$ cat src/rtl/dcache_pkg.sv
`default_nettype none
// ============================================================================
// Module      : dcache_pkg
// Description : Shared Dcache types, line geometry and the line-align helper.
// Revision    : 1.0 - initial release
// ============================================================================
package dcache_pkg;

    localparam int LINE_W     = 128;
    localparam int LINE_OFF_W = 4;

    typedef enum logic [2:0] {
        ST_IDLE    = 3'd0,
        ST_WB      = 3'd1,
        ST_RD_REQ  = 3'd2,
        ST_RD_WAIT = 3'd3,
        ST_RESP    = 3'd4
    } miss_state_t;

    // Works on a 64-bit container so any address width up to 64 can use it.
    function automatic logic [63:0] line_align(input logic [63:0] addr);
        return {addr[63:LINE_OFF_W], {LINE_OFF_W{1'b0}}};
    endfunction

endpackage
`default_nettype wire

$ cat src/rtl/dcache_miss_ctrl_sat_counter.sv
`default_nettype none
// ============================================================================
// Module      : sat_counter
// Description : Event counter that sticks at all-ones instead of wrapping.
// Revision    : 1.0 - initial release
// ============================================================================
module sat_counter #(
    parameter int WIDTH = 32
) (
    input  logic             clk,
    input  logic             rst,
    input  logic             inc,
    output logic [WIDTH-1:0] count
);

    logic [WIDTH-1:0] r_count;

    always_ff @(posedge clk) begin
        if (rst) begin
            r_count <= '0;
        end else if (inc && (r_count != '1)) begin
            r_count <= r_count + WIDTH'(1);
        end
    end

    assign count = r_count;

endmodule
`default_nettype wire

$ cat src/rtl/dcache_miss_ctrl.sv
`default_nettype none
// ============================================================================
// Module      : dcache_miss_ctrl
// Description : Dcache miss/refill sequencer with victim writeback and timeout.
// Revision    : 1.0 - initial release
// ============================================================================
module dcache_miss_ctrl
    import dcache_pkg::*;
#(
    parameter int ADDR_W      = 32,
    parameter int TIMEOUT_CYC = 15
) (
    input  logic              clk,
    input  logic              rst,
    input  logic              miss_req_i,
    input  logic [ADDR_W-1:0] miss_addr_i,
    input  logic              victim_dirty_i,
    input  logic [ADDR_W-1:0] victim_addr_i,
    input  logic [LINE_W-1:0] victim_data_i,
    output logic              miss_ready_o,
    output logic              refill_valid_o,
    output logic [ADDR_W-1:0] refill_addr_o,
    output logic [LINE_W-1:0] refill_line_o,
    output logic [31:0]       refill_word_o,
    output logic              err_o,
    output logic              rd_req_o,
    output logic [ADDR_W-1:0] rd_addr_o,
    output logic              wb_req_o,
    output logic [ADDR_W-1:0] wb_addr_o,
    output logic [LINE_W-1:0] wb_data_o,
    input  logic [LINE_W-1:0] ram_data_i,
    input  logic              ram_ready_i,
    output logic [31:0]       miss_cnt_o,
    output logic [31:0]       wb_cnt_o
);

    localparam logic [7:0] c_tmo_last = 8'(TIMEOUT_CYC - 1);

    miss_state_t       r_state;
    logic [ADDR_W-1:0] r_miss_addr;
    logic [1:0]        r_word_idx;
    logic [ADDR_W-1:0] r_victim_addr;
    logic [LINE_W-1:0] r_victim_data;
    logic [LINE_W-1:0] r_line;
    logic [31:0]       r_refill_word;
    logic [7:0]        r_tmo_cnt;
    logic              r_miss_ready;
    logic              r_refill_valid;
    logic              r_err;
    logic              r_rd_req;
    logic              r_wb_req;

    logic [ADDR_W-1:0] w_miss_line;
    logic [ADDR_W-1:0] w_victim_line;
    logic              w_accept;
    logic              w_wb_issue;

    assign w_miss_line   = ADDR_W'(line_align(64'(miss_addr_i)));
    assign w_victim_line = ADDR_W'(line_align(64'(victim_addr_i)));
    assign w_accept      = (r_state == ST_IDLE) && miss_req_i;
    assign w_wb_issue    = (r_state == ST_WB);

    // Request/pulse outputs are set on the transition into their state so
    // they appear exactly in that state's cycle without decode from inputs.
    always_ff @(posedge clk) begin
        if (rst) begin
            r_state        <= ST_IDLE;
            r_miss_addr    <= '0;
            r_word_idx     <= '0;
            r_victim_addr  <= '0;
            r_victim_data  <= '0;
            r_line         <= '0;
            r_refill_word  <= '0;
            r_tmo_cnt      <= '0;
            r_miss_ready   <= 1'b1;
            r_refill_valid <= 1'b0;
            r_err          <= 1'b0;
            r_rd_req       <= 1'b0;
            r_wb_req       <= 1'b0;
        end else begin
            r_refill_valid <= 1'b0;
            r_err          <= 1'b0;
            r_rd_req       <= 1'b0;
            r_wb_req       <= 1'b0;
            case (r_state)
                ST_IDLE: begin
                    if (w_accept) begin
                        r_miss_addr   <= w_miss_line;
                        r_word_idx    <= miss_addr_i[3:2];
                        r_victim_addr <= w_victim_line;
                        r_victim_data <= victim_data_i;
                        r_miss_ready  <= 1'b0;
                        if (victim_dirty_i) begin
                            r_state  <= ST_WB;
                            r_wb_req <= 1'b1;
                        end else begin
                            r_state  <= ST_RD_REQ;
                            r_rd_req <= 1'b1;
                        end
                    end
                end
                ST_WB: begin
                    r_state  <= ST_RD_REQ;
                    r_rd_req <= 1'b1;
                end
                ST_RD_REQ: begin
                    r_state   <= ST_RD_WAIT;
                    r_tmo_cnt <= '0;
                end
                ST_RD_WAIT: begin
                    if (ram_ready_i) begin
                        r_line         <= ram_data_i;
                        r_refill_word  <= ram_data_i[{r_word_idx, 5'd0} +: 32];
                        r_state        <= ST_RESP;
                        r_refill_valid <= 1'b1;
                    end else if (r_tmo_cnt == c_tmo_last) begin
                        r_state      <= ST_IDLE;
                        r_err        <= 1'b1;
                        r_miss_ready <= 1'b1;
                    end else begin
                        r_tmo_cnt <= r_tmo_cnt + 8'd1;
                    end
                end
                ST_RESP: begin
                    r_state      <= ST_IDLE;
                    r_miss_ready <= 1'b1;
                end
                default: begin
                    r_state      <= ST_IDLE;
                    r_miss_ready <= 1'b1;
                end
            endcase
        end
    end

    sat_counter #(.WIDTH(32)) u_miss_cnt (
        .clk   (clk),
        .rst   (rst),
        .inc   (w_accept),
        .count (miss_cnt_o)
    );

    sat_counter #(.WIDTH(32)) u_wb_cnt (
        .clk   (clk),
        .rst   (rst),
        .inc   (w_wb_issue),
        .count (wb_cnt_o)
    );

    assign miss_ready_o   = r_miss_ready;
    assign refill_valid_o = r_refill_valid;
    assign refill_addr_o  = r_miss_addr;
    assign refill_line_o  = r_line;
    assign refill_word_o  = r_refill_word;
    assign err_o          = r_err;
    assign rd_req_o       = r_rd_req;
    assign rd_addr_o      = r_miss_addr;
    assign wb_req_o       = r_wb_req;
    assign wb_addr_o      = r_victim_addr;
    assign wb_data_o      = r_victim_data;

endmodule
`default_nettype wire

$ cat config.mk
export PLATFORM = sky130hd
export DESIGN_NAME = dcache_miss_ctrl
export DESIGN_NICKNAME = d
export VERILOG_FILES = /design/src/rtl/dcache_pkg.sv /design/src/rtl/dcache_miss_ctrl_sat_counter.sv /design/src/rtl/dcache_miss_ctrl.sv
export SDC_FILE = /design/constraint.sdc
export NUM_CORES = 1
export LEC_CHECK = 0
export ABC_AREA = 1
export CAP_MARGIN = 20
export CORE_AREA = 2 2 304 306
export DETAILED_ROUTE_END_ITERATION = 12
export DIE_AREA = 0 0 306 308
export SYNTH_ARGS = -nofsm -noshare
export SYNTH_HDL_FRONTEND = slang
export SYNTH_HIERARCHICAL = 1
export SYNTH_SLANG_ARGS = --single-unit
$ cat constraint.sdc
create_clock -name clk -period 3.1 [get_ports clk]
set_input_delay 0.62 -clock clk [delete_from_list [all_inputs] [get_ports clk]]
set_output_delay 0.62 -clock clk [all_outputs]
set_load 0.005 [all_outputs]
Word level (Yosys, flattened, before mapping)
Cells that the tools add are included.

cells by class
  reduce and logical (&&, ||, !) cells = 14
  shifts and indexed selects = 1
  bitwise gates (word level) = 4
  equality and inequality tests = 11
  $mul = 0
  add/sub/neg operators = 3
  magnitude comparators = 0
  divide/modulo/power cells = 0
  muxes and demuxes = 18

operator list
  kind                     count
  $shiftx A128 B8 Y32      1
  $add A32 B1 Y32 const B  2
  $ne A32 B32 Y1 const B   2
  $mux W8                  2
  $pmux W8 S2              1
  $pmux W3 S4              1
  $mux W3                  3
  $add A8 B1 Y8 const B    1
  $eq A8 B4 Y1 const B     1
  $mux W1                  8
  $eq A3 B2 Y1 const B     2
  $ne A2 B2 Y1 const B     3
  $reduce_and A2 Y1        3
  $reduce_or A3 Y1         2
  $not A1 Y1               4
  $reduce_and A4 Y1        1
  $reduce_or A2 Y1         2
  $eq A3 B1 Y1 const B     1
  $logic_and A1 B1 Y1      3
  $logic_not A3 Y1         1
  $ne A3 B3 Y1 const B     1
  $pmux W1 S3              1
  $reduce_and A3 Y1        1
  $mux W2                  1
  3 further kinds          3

word-level totals
  bits in read-only memories = 0
  memory bits (writable) = 0
  flip-flop bits (word level) = 426
  input port bits = 325
  output and inout bits = 453
  logic and storage cells = 66
  latch bits = 0
  memories = 0

Depth between registers and ports, before layout
Gate-level depths: netlist of run 1.

  depth after elaboration = 4
  mapped depth = 14
  depth with buffers taken out = 12

Modules after synthesis
Netlist of run 1, hierarchy kept.

by module, submodules not included
  module                    seq. area each (µm²)  cells each  area an instance (µm²)  instances
  dcache_miss_ctrl          7247.0                1854        13887.1                 1
  sat_counter (u_miss_cnt)  640.6                 324         2062.0                  1
  sat_counter (u_wb_cnt)    640.6                 314         1979.4                  1

Least setup slack after synthesis of run 1
OpenSTA, ideal clock, no wires.

  kind = in2reg
  start point = input port miss_req_i
  end point = register u_miss_cnt.r_count[17] (netlist: u_miss_cnt/count[17])
  stages = 13
  data required time = 2985 ps
  arrival = 1895 ps
  buffers on the path = 2
  slack = 1090 ps
  library setup time = 115 ps
  cells stage by stage = nand3_1 buf_2 clkinv_2 buf_2 inv_2 nor2_1 nand2_1 inv_2 nand2_1 nor2_1 nand3_2 nand2_1 nor2_1

between the ends
  cells in the longest elaborated chain, start to end = 2

ends and longest elaborated chain
  item                    line                                RTL
  start: declaration      dcache_miss_ctrl.sv:15              input logic miss_req_i,
  $logic_and A1 B1 Y1     dcache_miss_ctrl.sv:60              assign w_accept = (r_state == ST_IDLE) && miss_req_i;
  net w_accept            dcache_miss_ctrl.sv:55              logic w_accept;
  $logic_and A1 B1 Y1     dcache_miss_ctrl_sat_counter.sv:21  end else if (inc && (r_count != '1)) begin
  end signal: assignment  dcache_miss_ctrl_sat_counter.sv:22  r_count <= r_count + WIDTH'(1);
  end: declaration        dcache_miss_ctrl_sat_counter.sv:16  logic [WIDTH-1:0] r_count;

The timed path passes the listed nets, and every way through them passes these cells.
A chain may end at the register's enable or synchronous reset.

Final worst setup path of run 1
  start point = register r_rd_req (netlist: rd_req_o)
  end point = output port rd_req_o

RTL lines
  item                      line                    RTL
  start: declaration        dcache_miss_ctrl.sv:50  logic r_rd_req;
  start signal: assignment  dcache_miss_ctrl.sv:78  r_rd_req <= 1'b0;
  start signal: assignment  dcache_miss_ctrl.sv:83  r_rd_req <= 1'b0;
  start signal: assignment  dcache_miss_ctrl.sv:98  r_rd_req <= 1'b1;
  end: declaration          dcache_miss_ctrl.sv:26  output logic rd_req_o,

No word-level cell between the ends.

==> results of run 1 <==
[flip-flops by register name, indices dropped and copies added (netlist names), 3 cells and up]
register          flops
refill_word_o        32
r_state               3
rd_addr_o            28
u_wb_cnt/count       32
refill_line_o       128
u_miss_cnt/count     32
wb_data_o           128
r_tmo_cnt             8
wb_addr_o            28
[layout make-up]
class / count / area (sq um)
antenna: 3 / 7.51
clock buffer: 79 / 1570
clock inverter: 16 / 248
fill: 9739 / 62800
inverter: 80 / 310
multi-input combinational: 1803 / 8010
sequential: 426 / 8530
tap: 1186 / 1480
timing repair buffer: 798 / 8000
[Yosys cell counts (3+ instances only)]
cell / number
inv_2: 6
nand2_1: 575
buf_1: 5
nor2_2: 10
nand3_1: 68
nand2_4: 4
o21ai_0: 230
nand3b_1: 3
clkbuf_1: 61
a21oi_1: 228
buf_2: 60
inv_1: 71
nor2_1: 540
nor2_4: 10
nand3_2: 10
nand2_2: 12
buf_6: 23
a21oi_2: 4
nand4_1: 27
a31oi_1: 42
dfxtp_1: 426
buf_4: 45
ha_1: 4
nor3_1: 9
[stage by stage]
| step | cells | util | worst slack [ps] | hold slack, ps | power (uW) |
|---|---|---|---|---|---|
| 2_1_floorplan | 2503 | - | 1090 | 451 | 7200 |
| 3_3_place_gp | 4293 | 0.289 | 513 | 443 | 8790 |
| 3_5_place_dp | 4293 | 0.289 | 501 | 454 | 8800 |
| 4_1_cts | 4388 | 0.309 | 552 | 365 | 15400 |
| 5_1_grt | 4389 | 0.309 | 583 | 399 | 15800 |
| 6_report | 4391 | 0.310 | 695 | 412 | 15100 |
[final timing paths]
check,to
max,rd_req_o
min,refill_valid_o$_SDFF_PP0_
max reg2reg,u_wb_cnt/count[23]$_SDFFE_PP0P_
min reg2reg,wb_data_o[89]$_SDFFE_PP0P_
[report_power, final]
part	leakage (uW)	switching, uW	total [uW]	internal [uW]
registers	0.00346	190	5990	5800
logic	0.00633	1360	2660	1300
clock network	0.000891	2520	6490	3970
[routing by layer]
metal / GRT usage / share of wire / up-vias / wire, um
li1: - / - / 9366 / -
met1: 0.189 / 0.42 / 8630 / 32300
met2: 0.257 / 0.47 / 630 / 36800
met3: 0.0475 / 0.076 / 134 / 5870
met4: 0.0552 / 0.033 / 4 / 2590
met5: 0 / 0.00034 / - / 26
[cell families after synthesis]
group | synth area share
AO/OA/AOI/OAI | 0.146
adder cells (fa/ha/maj) | 0.00279
AND/OR/NAND/NOR | 0.294
flip-flops | 0.476
XOR/XNOR | 0.000977
other | 0.000209
buffers and inverters | 0.0807
==> impl_metrics.tcl, run 1 <==
set metrics [dict create \
    finalCritPeriodShare 0.776 \
    finalSetupViolations 0 \
    cp_max_fo 1 \
    firstDrtPassIters 5 \
    clkTransAtPathRegs_ps 60 \
    fin_nets 3490 \
    skew_ps 24.4 \
    cts.htree.levels 2 \
    synth_area_sq_um 17900 \
    leakage_uw 0.0107 \
    synth.avg_cell_area_sq_um 7.19 \
    critPathKind "flop to output pin" \
    post-route-cell-area_sq_um 28200 \
    netlist.area_leader.share 0.476 \
    die_w_um 306 \
    cp-startpoint "rd_req_o$_SDFF_PP0_" \
    cts_buffer_depth 3 \
    drv_cap 0 \
    wirelength_um 77500 \
    hp-start "rst" \
    cp_num_cells 1 \
    mostFrequentLayoutCell "clkdlybuf4s50_1" \
    rsz0062_at_grt "false" \
    root_buffer "clkbuf_16" \
    max_stage_delay_ps 680 \
    slew_headroom 0.127 \
    drv_slew 0 \
    reg2reg_setup_slack_ps 950 \
    run_status "complete, no violations" \
    hpwlAfterDp_um 57400 \
    clk_latency_ps 610 \
    drive_gt1_frac 0.0593 \
    holdPathStages 2 \
    dieArea_sq_um 94200 \
    synthArstFlopShare 0 \
    cpLargestDelayFamily "buffers and inverters" \
    r2r_cells 10 \
    cp.arrival_ps 1790 \
    tns_ps 0 \
    cts_tree "built" \
    overflow 0 \
    wl_per_cell_um 17.7 \
    grt_usage 0.155 \
    crit_path_end_kind "output pin" \
    path_cells "clkdlybuf4s50_1" \
    ys.flop_type "dfxtp_1" \
    seq_area_frac_synth 0.476 \
    start_kind "flop" \
    crit_path_top_delay_cell "clkdlybuf4s50_1" \
    vdd_ir_drop_max_uv 370 \
    area_growth_pct 57.0 \
    yosysTopAreaCell "dfxtp_1" \
    grt_pass1_wl_um 112000 \
    period_minus_slack_ps 2410 \
    clock.fmax_mhz 416 \
    clock-sinks 426 \
    yosys_warnings 6 \
    port_buffers 759 \
    grt_start_max_net_pins 190 \
    power_density_nw_per_um2 538 \
    initial_utilization 0.197 \
    postCtsSetupRepairBufs 0 \
    die_h_um 308 \
    rr_startpoint "r_state[1]$_SDFFE_PP0P_" \
    cts_resized 0 \
    gp_congestion 0.849 \
    synthTopCellsByArea "dfxtp_1 (48%), nand2_1 (12%), nor2_1 (11%)" \
    drt-vias-per-instance 4.27 \
    synth.distinct_cells 37 \
    core_area_sq_um 91000 \
    hold_buffers 0 \
    cp.buffers_inverters 1 \
    most-common-layout-cells "clkdlybuf4s50_1 (758), nand2_1 (575), nor2_1 (540)" \
    cts_buffers 52 \
    rows 111 \
    route.detailed.drc 0 \
    synthCells 2492 \
    final_hold_viol_count 0 \
    tightest_slew_ps 1310 \
    place_area_sq_um 26300 \
    synth_edf_count 0 \
    antenna_found_initial 7 \
    critical_path_required_ps 2480 \
    drt-initial-drc-count 1189 \
    holdCritPathClass "primary input to flop" \
    vias 18764 \
    ioPinCount 778 \
    synth-seq-cells 426 \
    ant_nets 0 \
    grt_pass1_vias 17476 \
]
(Power assumes the default switching activity.)
==> run 2: changes to the inputs <==
==> constraint.sdc (replaced) <==
create_clock -name clk -period 2.3 [get_ports clk]
set_input_delay 0.46 -clock clk [delete_from_list [all_inputs] [get_ports clk]]
set_output_delay 0.46 -clock clk [all_outputs]
set_load 0.005 [all_outputs]
==> impl_metrics.tcl, run 2 (synthesis results as in run 1) <==
set metrics [dict create \
    cts_tree "built" \
    initial_utilization 0.197 \
    port_buffers 759 \
    ant_nets 0 \
    start_kind "flop" \
    period_minus_slack_ps 2200 \
    antenna_found_initial 8 \
    cp-startpoint "refill_line_o[92]$_SDFFE_PP0P_" \
    root_buffer "clkbuf_16" \
    post-route-cell-area_sq_um 28700 \
    grt_start_max_net_pins 91 \
    die_h_um 308 \
    fillers 9723 \
    power_density_nw_per_um2 710 \
    grt_pass1_vias 17883 \
    most-common-layout-cells "clkdlybuf4s50_1 (756), nand2_1 (575), nor2_1 (540)" \
    postCtsSetupRepairBufs 0 \
    overflow 0 \
    vias 18962 \
    wl_met1_um 33600 \
    dieArea_sq_um 94200 \
    hp-start "rst" \
    hpwlAfterDp_um 60100 \
    holdPathStages 3 \
    rsz0062_at_grt "false" \
    clk_latency_ps 620 \
    cts_buffer_depth 3 \
    cp.buffers_inverters 1 \
    timing.rr.end "u_miss_cnt/count[11]$_SDFFE_PP0P_" \
    fin_nets 3547 \
    wl_met2_um 37900 \
    place_area_sq_um 26900 \
    grt_usage 0.160 \
    drt-vias-per-instance 4.27 \
    cts_buffers 52 \
    crit_path_top_delay_cell "clkdlybuf4s50_1" \
    run_status "complete, no violations" \
    min_to "u_wb_cnt/count[0]$_SDFFE_PP0P_" \
    rr_startpoint "u_miss_cnt/count[0]$_SDFFE_PP0P_" \
    final_hold_viol_count 0 \
    core_area_sq_um 91000 \
    pre_cts_slack_ps 59.8 \
    clock.fmax_mhz 455 \
    area_growth_pct 59.9 \
    cts.htree.levels 2 \
    finalSetupViolations 0 \
    drt-initial-drc-count 1196 \
    tightest_slew_ps 921 \
    wl_per_cell_um 17.9 \
    gp_congestion 0.868 \
    drv_cap 0 \
    finalCritPeriodShare 0.956 \
    firstDrtPassIters 7 \
    skew_ps 29.9 \
    mostFrequentLayoutCell "clkdlybuf4s50_1" \
    slew_headroom 0.380 \
    grt_pass1_wl_um 115000 \
    drv_slew 0 \
    r2r_cells 9 \
    holdCritPathClass "primary input to flop" \
    route.detailed.drc 0 \
    tns_ps 0 \
    wirelength_um 79700 \
    path_cells "clkdlybuf4s50_1" \
    critPathKind "flop to output pin" \
    crit_path_end_kind "output pin" \
    layout_setup_ws_ps 101 \
    drive_gt1_frac 0.0759 \
    ioPinCount 778 \
    clkTransAtPathRegs_ps 60 \
    die_w_um 306 \
    clock-sinks 426 \
    critical_path_required_ps 1840 \
    leakage_uw 0.0110 \
    highest_layer "met5" \
    cpLargestDelayFamily "buffers and inverters" \
    cp.arrival_ps 1740 \
    wl_met3_um 5920 \
    max_stage_delay_ps 670 \
    cp_max_fo 2 \
    rows 111 \
    vdd_ir_drop_max_uv 420 \
    reg2reg_setup_slack_ps 300 \
]
-- run 2: cell count changes in the layout (fill, tap and decap cells not counted), moves of 2 or more --
cell and delta:
buf_12 +13, buf_4 +44, clkbuf_1 -3, clkbuf_16 -2, clkdlybuf4s50_1 -2, clkinv_2 +2
-- run 2: routing by layer --
| metal | track usage | vias to the layer above |
|---|---|---|
| met4 | 0.0491 | 6 |
| met2 | 0.267 | 598 |
| li1 | - | 9463 |
| met1 | 0.195 | 8786 |
| met3 | 0.0493 | 109 |
| met5 | 0 | - |
-- run 2: power by group --
part / total (uW) / internal (uW) / leakage, uW / switching, uW
registers: 8100 / 7820 / 0.00346 / 273
logic: 3740 / 1880 / 0.00670 / 1860
clock network: 8520 / 5080 / 0.000860 / 3440
total: 20400 / 14800 / 0.0110 / 5570
-- run 2: worst max path at each step --
stage,to,slack [ps],cells after the start
floorplan,u_miss_cnt/count[17]$_SDFFE_PP0P_,450,13
global placement,u_miss_cnt/count[31]$_SDFFE_PP0P_,80,9
detailed placement,rd_addr_o[31]$_SDFFE_PP0P_,60,6
CTS,refill_line_o[92],20,1
global route,refill_line_o[92],20,1
finish,refill_line_o[92],100,1
-- run 2: layout make-up --
cell class,instances,area (sq um),share of cell area
clock inverters,18,236,0.00825
flip-flops and latches,426,8530,0.297
repair buffers,855,8600,0.300
inverters,80,310,0.0108
well taps,1186,1480,0.0518
diodes,2,5.00,0.000175
multi-input cells,1803,8010,0.279
clock buffers,74,1500,0.0525
-- run 2: per-stage QoR --
step	cells	total power (uW)	util	hold WS (ps)
floorplan	2503	9700	-	451
global placement	4350	12000	0.296	451
detailed placement	4350	12000	0.296	448
CTS	4442	20700	0.315	307
global route	4443	21300	0.315	334
finish	4444	20400	0.315	354
-- run 2: timing repair --
action | in CTS | in global routing
pin swaps | 0 | 0
endpoints found under the setup margin | 1 | 1
resized for setup | 1 | 1
hold buffers | 0 | 0
